$ cat src/rtl/crc_pkg.sv
// Types and constants shared by the CRC-32 feeder and the single-word CRC engine.
package crc_pkg;

    typedef logic [31:0] crc_word_t;

    typedef enum logic [1:0] {
        IDLE,
        ISSUE,
        WAIT
    } feeder_state_e;

    localparam crc_word_t CRC32_POLY = 32'h04C1_1DB7;

    // One MSB-first bit step of the CRC-32 LFSR, used by the engine side.
    function automatic crc_word_t crc32_step(crc_word_t crc, logic din);
        return (crc << 1) ^ (((crc[31] ^ din) == 1'b1) ? CRC32_POLY : '0);
    endfunction

endpackage

$ cat src/rtl/crc_word_feeder_if.sv
// Valid/ready word stream carrying 32-bit words into the CRC feeder.
interface crc_word_feeder_if;
    import crc_pkg::*;

    logic      s_valid;
    crc_word_t s_data;
    logic      s_ready;

    modport master (output s_valid, output s_data, input s_ready);
    modport slave  (input s_valid, input s_data, output s_ready);

endinterface

$ cat src/rtl/sync_fifo.sv
// Single-clock FIFO with synchronous reset and a one-cycle flush that also discards a push.
module sync_fifo #(
    parameter int unsigned WIDTH = 32,
    parameter int unsigned DEPTH = 8
) (
    input  logic                     clk,
    input  logic                     rst,
    input  logic                     push_i,
    input  logic                     pop_i,
    input  logic                     flush_i,
    input  logic [WIDTH-1:0]         wdata_i,
    output logic [WIDTH-1:0]         rdata_o,
    output logic                     full_o,
    output logic                     empty_o,
    output logic [$clog2(DEPTH):0]   count_o
);

    localparam int unsigned AW = $clog2(DEPTH);
    localparam logic [AW:0]   FullCnt = DEPTH[AW:0];
    localparam logic [AW:0]   CntOne  = (AW + 1)'(1);
    localparam logic [AW-1:0] PtrOne  = AW'(1);

    logic [WIDTH-1:0] mem_q [DEPTH];
    logic [AW-1:0]    wptr_q, wptr_d;
    logic [AW-1:0]    rptr_q, rptr_d;
    logic [AW:0]      count_q, count_d;
    logic             do_push, do_pop;

    assign full_o  = (count_q == FullCnt);
    assign empty_o = (count_q == '0);
    assign count_o = count_q;
    assign rdata_o = mem_q[rptr_q];

    assign do_push = push_i && !full_o && !flush_i;
    assign do_pop  = pop_i && !empty_o && !flush_i;

    always_comb begin
        wptr_d  = wptr_q;
        rptr_d  = rptr_q;
        count_d = count_q;
        if (flush_i) begin
            wptr_d  = '0;
            rptr_d  = '0;
            count_d = '0;
        end else begin
            if (do_push) wptr_d = wptr_q + PtrOne;
            if (do_pop)  rptr_d = rptr_q + PtrOne;
            if (do_push && !do_pop)      count_d = count_q + CntOne;
            else if (do_pop && !do_push) count_d = count_q - CntOne;
        end
    end

    always_ff @(posedge clk) begin
        if (rst) begin
            wptr_q  <= '0;
            rptr_q  <= '0;
            count_q <= '0;
        end else begin
            wptr_q  <= wptr_d;
            rptr_q  <= rptr_d;
            count_q <= count_d;
        end
    end

    // Storage needs no reset: count gates every read.
    always_ff @(posedge clk) begin
        if (do_push) mem_q[wptr_q] <= wdata_i;
    end

endmodule

$ cat src/rtl/crc_word_feeder.sv
// Buffers stream words and hands them one at a time to the CRC engine, waiting for a rising
// done edge per word, counting completions and flagging words abandoned on timeout.
module crc_word_feeder
    import crc_pkg::*;
#(
    parameter int unsigned DEPTH   = 8,
    parameter int unsigned TIMEOUT = 64,
    parameter int unsigned CNT_W   = 16
) (
    input  logic                   clk,
    input  logic                   rst,
    crc_word_feeder_if.slave       s_if,
    input  logic                   flush,
    output crc_word_t              crc_data,
    output logic                   crc_start,
    input  logic                   crc_done,
    output logic                   busy,
    output logic [$clog2(DEPTH):0] fifo_count,
    output logic [CNT_W-1:0]       words_done,
    output logic                   err_timeout
);

    localparam int unsigned TW = $clog2(TIMEOUT);
    localparam logic [TW-1:0]    TimerLast = TW'(TIMEOUT - 1);
    localparam logic [TW-1:0]    TimerOne  = TW'(1);
    localparam logic [CNT_W-1:0] CntOne    = CNT_W'(1);

    feeder_state_e    state_q, state_d;
    crc_word_t        crc_data_q, crc_data_d;
    logic [TW-1:0]    timer_q, timer_d;
    logic [CNT_W-1:0] words_done_q, words_done_d;
    logic             err_q, err_d;
    logic             done_q;

    logic      fifo_pop, fifo_full, fifo_empty;
    crc_word_t fifo_rdata;

    sync_fifo #(
        .WIDTH (32),
        .DEPTH (DEPTH)
    ) u_fifo (
        .clk     (clk),
        .rst     (rst),
        .push_i  (s_if.s_valid),
        .pop_i   (fifo_pop),
        .flush_i (flush),
        .wdata_i (s_if.s_data),
        .rdata_o (fifo_rdata),
        .full_o  (fifo_full),
        .empty_o (fifo_empty),
        .count_o (fifo_count)
    );

    assign s_if.s_ready = !fifo_full;
    assign crc_data     = crc_data_q;
    assign busy         = (state_q != IDLE);
    assign words_done   = words_done_q;
    assign err_timeout  = err_q;

    always_comb begin
        state_d      = state_q;
        crc_data_d   = crc_data_q;
        timer_d      = timer_q;
        words_done_d = words_done_q;
        err_d        = err_q;
        fifo_pop     = 1'b0;
        crc_start    = 1'b0;
        unique case (state_q)
            IDLE: begin
                if (!fifo_empty) begin
                    fifo_pop   = 1'b1;
                    crc_data_d = fifo_rdata;
                    state_d    = ISSUE;
                end
            end
            ISSUE: begin
                crc_start = 1'b1;
                timer_d   = '0;
                state_d   = WAIT;
            end
            WAIT: begin
                // A done level left over from the previous word must not complete this one.
                if (crc_done && !done_q) begin
                    words_done_d = words_done_q + CntOne;
                    state_d      = IDLE;
                end else if (timer_q == TimerLast) begin
                    err_d   = 1'b1;
                    state_d = IDLE;
                end else begin
                    timer_d = timer_q + TimerOne;
                end
            end
            default: state_d = IDLE;
        endcase
    end

    always_ff @(posedge clk) begin
        if (rst) begin
            state_q      <= IDLE;
            crc_data_q   <= '0;
            timer_q      <= '0;
            words_done_q <= '0;
            err_q        <= 1'b0;
            done_q       <= 1'b0;
        end else begin
            state_q      <= state_d;
            crc_data_q   <= crc_data_d;
            timer_q      <= timer_d;
            words_done_q <= words_done_d;
            err_q        <= err_d;
            done_q       <= crc_done;
        end
    end

endmodule
$ cat src/flat_wrapper.sv
// flat-port wrapper written by rule: the top's interface ports become plain ports
module crc_word_feeder_flat import crc_pkg::*;
#(
    parameter int unsigned DEPTH   = 8,
    parameter int unsigned TIMEOUT = 64,
    parameter int unsigned CNT_W   = 16
)
  (clk, rst, flush, crc_data, crc_start, crc_done, busy, fifo_count, words_done, err_timeout, s_if_s_valid, s_if_s_data, s_if_s_ready);
  crc_word_feeder_if s_if_i ();
  input  logic clk;
  input  logic rst;
  input  logic flush;
  output crc_word_t crc_data;
  output logic crc_start;
  input  logic crc_done;
  output logic busy;
  output logic [$clog2(DEPTH):0] fifo_count;
  output logic [CNT_W-1:0] words_done;
  output logic err_timeout;
  input wire logic [$bits(s_if_i.s_valid)-1:0] s_if_s_valid;
  input wire logic [$bits(s_if_i.s_data)-1:0] s_if_s_data;
  output wire logic [$bits(s_if_i.s_ready)-1:0] s_if_s_ready;
  assign s_if_i.s_valid = s_if_s_valid;
  assign s_if_i.s_data = s_if_s_data;
  assign s_if_s_ready = s_if_i.s_ready;
  crc_word_feeder #(.DEPTH(DEPTH), .TIMEOUT(TIMEOUT), .CNT_W(CNT_W)) u_core (.clk(clk), .rst(rst), .s_if(s_if_i), .flush(flush), .crc_data(crc_data), .crc_start(crc_start), .crc_done(crc_done), .busy(busy), .fifo_count(fifo_count), .words_done(words_done), .err_timeout(err_timeout));
endmodule
$ cat config.mk
export PLATFORM = sky130hd
export DESIGN_NAME = crc_word_feeder_flat
export DESIGN_NICKNAME = d
export VERILOG_FILES = /design/src/rtl/crc_pkg.sv /design/src/rtl/crc_word_feeder_if.sv /design/src/rtl/sync_fifo.sv /design/src/rtl/crc_word_feeder.sv /design/src/flat_wrapper.sv
export SDC_FILE = /design/constraint.sdc
export NUM_CORES = 1
export LEC_CHECK = 0
export ABC_CLOCK_PERIOD_IN_PS = 12900
export CAP_MARGIN = 20
export CELL_PAD_IN_SITES_DETAIL_PLACEMENT = 1
export CELL_PAD_IN_SITES_GLOBAL_PLACEMENT = 2
export CORE_MARGIN = 1
export CORE_UTILIZATION = 47
export DETAILED_ROUTE_END_ITERATION = 10
export HOLD_SLACK_MARGIN = 0.08
export PLACE_DENSITY_LB_ADDON = 0.1
export SYNTH_ARGS = -nofsm -noshare
export SYNTH_HDL_FRONTEND = slang
export SYNTH_HIERARCHICAL = 1
export SYNTH_SLANG_ARGS = --single-unit
$ cat constraint.sdc
create_clock -name clk -period 12.9 [get_ports clk]
set_input_delay 2.58 -clock clk [delete_from_list [all_inputs] [get_ports clk]]
set_output_delay 2.58 -clock clk [all_outputs]
set_load 0.01 [all_outputs]
==> flow_metrics.tcl <==
set metrics [dict create \
    drtIter0Drc 351 \
    grt_pass1_vias 7337 \
    port_buffers 92 \
    ys_warn_count 6 \
    setup_slack_ns 8.27 \
    synth_xor_area_share_pct 0.964 \
    async_reset_ff_share_pct 0 \
    worst-path-max-fanout 6 \
    hold_viol_final 0 \
    routed_via_density 5.59 \
    rsz0062_at_grt "false" \
    synth_top_family_by_area "multiplexers" \
    finalWirelength_microns 26400 \
    drc 14 \
    synthTopCellsByArea "edfxtp_1, dfxtp_1, mux4_1" \
    globalplace.congestion 0.780 \
    dp_hpwl_microns 14800 \
    design_area_sq_mm 0.0152 \
    p_per_area_mw_per_mm2 151 \
    clock-root-buffer "clkbuf_16" \
    synthSimpleGateAreaFrac_pct 6.04 \
    antenna_cells 0 \
    vdd_drop_max_mv 0.116 \
    hp-class "flop to flop" \
    cts_resized 0 \
    slew_violations 0 \
    insertion_delay_ns 0.52 \
    cts_tree "yes" \
    synth-main-ff-cell "edfxtp_1" \
    crit_arrival_ns 2.05 \
    fin_cells 1186 \
    htree_levels 2 \
    clockBufferDepth 3 \
    grt_pass1_wl_microns 41300 \
    grt-ovfl-total 0 \
    postCtsHoldBufs 0 \
    max_slew_margin_pct 31.8 \
    ys_ff_latch 327 \
    clk_pin_slew_ns 0.06 \
    layout_common_cells "edfxtp_1, clkdlybuf4s50_1, nand2_1, dfxtp_1, a21oi_1" \
    cts_inserted_buffers 36 \
    grt_util_all_layers_pct 19.7 \
    leakagePower_nw 4.93 \
    min_period_ns 4.63 \
    startpoint_type "flop" \
    wl_per_cell_microns 22.3 \
    failed_checks "DRC" \
    maxCapViolations 0 \
    syn_inst 717 \
    die_w_microns 167 \
    antenna_left 0 \
    yosysTopAreaCellShare_pct 60.4 \
    status "complete, but fails checks" \
    rows 59 \
    area_delta_synth_final_pct 19.8 \
    max_freq_ghz 0.216 \
    boundaryPins 93 \
    synthesis.area_sq_mm 0.0127 \
    final_common_cell "edfxtp_1" \
    yosys.cell_types.count 50 \
    pre_cts_ws_ns 7.61 \
    cts_setup_buffers 0 \
    synth_compound_area_share_pct 2.99 \
    start_util_pct 48.4 \
    num_vias 6630 \
    required_ns 10.32 \
    antenna_found_initial 0 \
    end_kind "primary output" \
    finalCritPeriodShare_pct 35.9 \
    setup_viol 0 \
    fin_tns_setup_ns 0 \
    postSynthAreaPerCell_sq_um 17.7 \
    die_area_sq_mm 0.0277 \
    yosysTopAreaCell "edfxtp_1" \
    synth.yosys.seq_area_share_pct 71.6 \
    grt_max_degree 65 \
    synth_edf_count 256 \
    drive_gt1_share_pct 16.8 \
    r2r_slack_ns 8.56 \
    cts.sinks 327 \
    core_sq_mm 0.0263 \
    nNetsFinal 869 \
    placedInstanceArea_sq_mm 0.0140 \
    critPathKind "flop to primary output" \
    synthesis.nets 762 \
    die_y_microns 167 \
    synth_fa_ha_area_share_pct 0.846 \
    skew_ns 0.0103 \
    drt-pass1-iter-count 7 \
    total_power_w 0.00230 \
    dp_cells 1118 \
    synthMuxAreaShare_pct 15.6 \
    worst-slew-pin-transition_ns 1.02 \
]
[cells by family after synthesis]
logic type                 after synthesis
and+or+nand+nor                        155
muxes                                   99
buffers and inverters                   48
xor gates and xnor gates                14
DFF                                    327
adders and majority gates                8
AOI/OAI and AO/OA                       66
[layer usage]
layer	GRT usage, %	vias up	share of wire [%]
met1	24.5	3397	43
met4	5.03	0	1.7
met2	35.5	143	51
li1	-	3052	-
met5	0	-	0
met3	3.75	38	4.6
[state kept, by name, indices dropped and copies added (netlist names), named ones only]
signal and flops:
u_core/words_done 16, u_core/u_fifo/rptr_q 3, u_core/u_fifo/count_o 4, u_core/err_timeout 1, u_core/state_q 2, u_core/u_fifo/mem_q 256, u_core/timer_q 6, u_core/crc_data 32
u_core/done_q 1, u_core/u_fifo/wptr_q 3
[layout make-up]
class / instances / area [sq um]
timing repair buffer: 104 / 1060
tap: 335 / 419
sequential: 327 / 9110
clock inverter: 23 / 244
fill: 2363 / 11000
inverter: 13 / 48.8
clock buffer: 42 / 945
multi-input combinational: 342 / 3410
[cells in the mapped netlist (2+ instances only)]
cell type,n
and3_1,5
o2111ai_1,3
nand2b_1,4
edfxtp_1,256
mux4_2,24
buf_6,8
nor4_1,3
nand2_1,71
ha_1,7
o41ai_1,2
or3_1,8
mux2i_1,3
buf_2,10
dfxtp_1,71
mux2_2,32
and4_1,2
buf_1,3
or2_2,3
xor2_1,9
inv_1,12
clkbuf_1,14
o21ai_0,7
xnor2_1,5
nand4_1,5
nor2b_1,2
mux4_1,40
a21oi_1,45
nand4_4,2
nor2_1,27
nor3_1,4
nand3_1,11
[report_power, final]
| part | leakage, nW | internal [W] | total [W] | switching (W) |
|---|---|---|---|---|
| combinational | 1.46 | 0.0000500 | 0.000113 | 0.0000631 |
| sequential | 2.89 | 0.00115 | 0.00116 | 0.00000918 |
| clock | 0.580 | 0.000625 | 0.00103 | 0.000401 |
[per-stage QoR]
stage / hold slack [ns] / utilization (%)
2_1_floorplan: 0.458 / -
3_3_place_gp: 0.441 / 53.2
3_5_place_dp: 0.451 / 53.2
4_1_cts: 0.459 / 57.8
5_1_grt: 0.481 / 58.0
6_report: 0.456 / 58.0
[worst paths after layout]
path | endpoint | from | cells after the start
setup / recovery | s_if_s_ready | u_core/u_fifo/count_o[1] | 4
hold / removal | u_core/crc_data[24] | u_core/crc_data[24] | 2
setup reg to reg | u_core/u_fifo/count_o[3] | u_core/u_fifo/count_o[0] | 12
hold reg to reg | u_core/crc_data[24] | u_core/crc_data[24] | 2
[worst max-delay path, cell delays in order (launching register included)]
cell and delay (ns):
dfxtp_1 0.37, or4b_4 0.59, inv_1 0.07, inv_1 0.03, clkdlybuf4s50_1 0.46
(Power assumes the default switching activity.)
==> edit (config.mk and constraints unchanged) <==
`TIMEOUT` is set to 64 in 2 places; all go to 128.
--- a/src/rtl/crc_word_feeder.sv
+++ b/src/rtl/crc_word_feeder.sv
@@ -4,7 +4,7 @@
     import crc_pkg::*;
 #(
     parameter int unsigned DEPTH   = 8,
-    parameter int unsigned TIMEOUT = 64,
+    parameter int unsigned TIMEOUT = 128,
     parameter int unsigned CNT_W   = 16
 ) (
     input  logic                   clk,
--- a/src/flat_wrapper.sv
+++ b/src/flat_wrapper.sv
@@ -2,7 +2,7 @@
 module crc_word_feeder_flat import crc_pkg::*;
 #(
     parameter int unsigned DEPTH   = 8,
-    parameter int unsigned TIMEOUT = 64,
+    parameter int unsigned TIMEOUT = 128,
     parameter int unsigned CNT_W   = 16
 )
   (clk, rst, flush, crc_data, crc_start, crc_done, busy, fifo_count, words_done, err_timeout, s_if_s_valid, s_if_s_data, s_if_s_ready);
Behaviour: no difference found for any inputs over 4 cycles, from zero or initial values and one cycle with rst high; that may be too few to reach the edited logic, so the function may still have changed.
==> edit against the original RTL <==
First-iteration DRC count up 18%; largest power group unchanged; critical endpoint is now u_core/u_fifo/count_o[3]; wire length rose by 2.4%; power fell by 0.84%; sequential cell count grew 1; cell count increased by 0.59%; design area about the same; largest cell class unchanged; synthesized area increased by 0.44%; worst setup slack got worse by 0.011 ns.
==> edit: results (changes against the original RTL) <==
Outcome -> complete, no violations
Synth area leaders -> edfxtp_1 (60%), dfxtp_1 (11%), mux4_1 (8.2%)
Multi-input gate share of total cell area -> 0.2260 (+0.002170)
DRT Pass-1 Iters -> 4 (-3)
CTS buffer count -> 35 (-2.8%)
Peak VDD IR -> 0.1370 mV (+18%)
Worst path arrival time -> 5.10 ns (+3.05 ns)
Nets -> 876 (+0.81%)
Worst-Margin Slew -> 0.9855 ns (-0.03750 ns)
Sequential fraction of the synthesis area -> 0.7144 (-0.001588)
Leak -> 4.925 nW (about the same)
Total GRT Usage -> 0.2025 (+0.005287)
Layout clock area frac -> 0.07574 (-0.002260)
GPL Wtd Cong -> 0.7574 (-2.9%)
Pin count of the biggest net entering global routing -> 65 (unchanged)
Final Hold Fails -> 0 (unchanged)
CP Max Fanout -> 6 (unchanged)
Commonest cells in the netlist -> edfxtp_1 (256), nand2_1 (74), dfxtp_1 (72)
#FFs+latches synth -> 328 (+0.31%)
Post-synth EDFFs -> 256 (unchanged)
Comb_multi_in -> 349 (+2.0%)
Max Clock Skew -> 0.009352 ns (-0.0009452 ns)
Vias -> 6820 (+2.9%)
H-tree levels -> 2 (unchanged)
Slowest stage delay, CP -> 0.47 ns (-0.12 ns)
Hpwl dp -> 15440 um (+4.6%)
Unique masters post-synth -> 47 (-6.0%)
Max reg flops -> 256 (unchanged)
Ratio of cells with drive above 1 in the final layout -> 0.1585 (-0.009529)
First-pass GRT wire length -> 43000 um (+4.0%)
Initial antenna violation count -> 0 (unchanged)
NonClk Buf Share -> 0.06844 (-0.0008600)
Worst slack at placement -> 7.598 ns (-0.01210 ns)
Biggest register -> u_core/u_fifo/mem_q
Family with the most delay on the worst path -> buffers and inverters
CP max-delay cell -> clkdlybuf4s50_1
Register share of the cell area -> 0.5991 (+0.0009717)
Final WL -> 27070 um (+2.4%)
Vias in the first global route -> 7406 (+0.94%)
Net count after synthesis -> 771 (+1.2%)
Hold WC Path Type -> reg2reg
Filler cells -> 2319 (-1.9%)
DR iter-0 viols -> 414 (+18%)
N_diodes -> 0 (unchanged)
Inverter count -> 13 (unchanged)
Clock buffers -> 47 (+12%)
Asr flop ratio synth -> 0 (unchanged)
NetSw -> 0.0004696 W (-0.86%)
Cell taking the most area after synthesis -> edfxtp_1
[edit: cell types whose count changed after synthesis, moves of 3 or more]
cell       before  now
and3_1          5    1
nand2_1        71   74
o2111ai_1       3    0
o31ai_1         1    4
or4_1           1    4
and2_1          0    3
[edit: power by group through the flow]
stage,logic [W],clock network [W],registers [W]
after CTS,0.000117,0.00103,0.00117
final,0.000114,0.00100,0.00117
after detailed placement,0.000116,0,0.00119
after floorplan,0.0000503,0,0.00119
after global routing,0.000125,0.00107,0.00117
after global placement,0.000111,0,0.00119
[edit: cell families after synthesis]
family                   share of synthesized area
flip-flops                                  0.7144
AND/OR/NAND/NOR                            0.06149
multiplexers                                0.1567
AO/OA/AOI/OAI                              0.03026
buffers and inverters                      0.01988
XOR/XNOR                                  0.008910
adder cells (fa/ha/maj)                   0.008420
[edit: routing by layer]
| metal | part of all wire | global-route usage | up-vias |
|---|---|---|---|
| li1 | - | - | 3078 |
| met1 | 0.43 | 0.2644 | 3557 |
| met2 | 0.51 | 0.3496 | 143 |
| met3 | 0.036 | 0.03588 | 42 |
| met4 | 0.018 | 0.05395 | 0 |
| met5 | 0 | 0 | - |
[edit: metrics by stage]
stage,instances,instance area (um^2),total power (W)
floorplan,726,12780,0.001241
global placement,1126,14030,0.001297
detailed placement,1126,14030,0.001304
CTS,1190,15190,0.002308
global route,1193,15250,0.002357
finish,1193,15250,0.002282
[edit: worst paths after layout]
path                       startpoint                       end  slack [ns]  cells after the start
max                             flush  u_core/u_fifo/count_o[3]        8.26                     10
min               u_core/crc_data[17]       u_core/crc_data[17]        0.46                      2
max reg2reg  u_core/u_fifo/count_o[1]  u_core/u_fifo/count_o[3]        9.07                     12
min reg2reg       u_core/crc_data[17]       u_core/crc_data[17]        0.46                      2
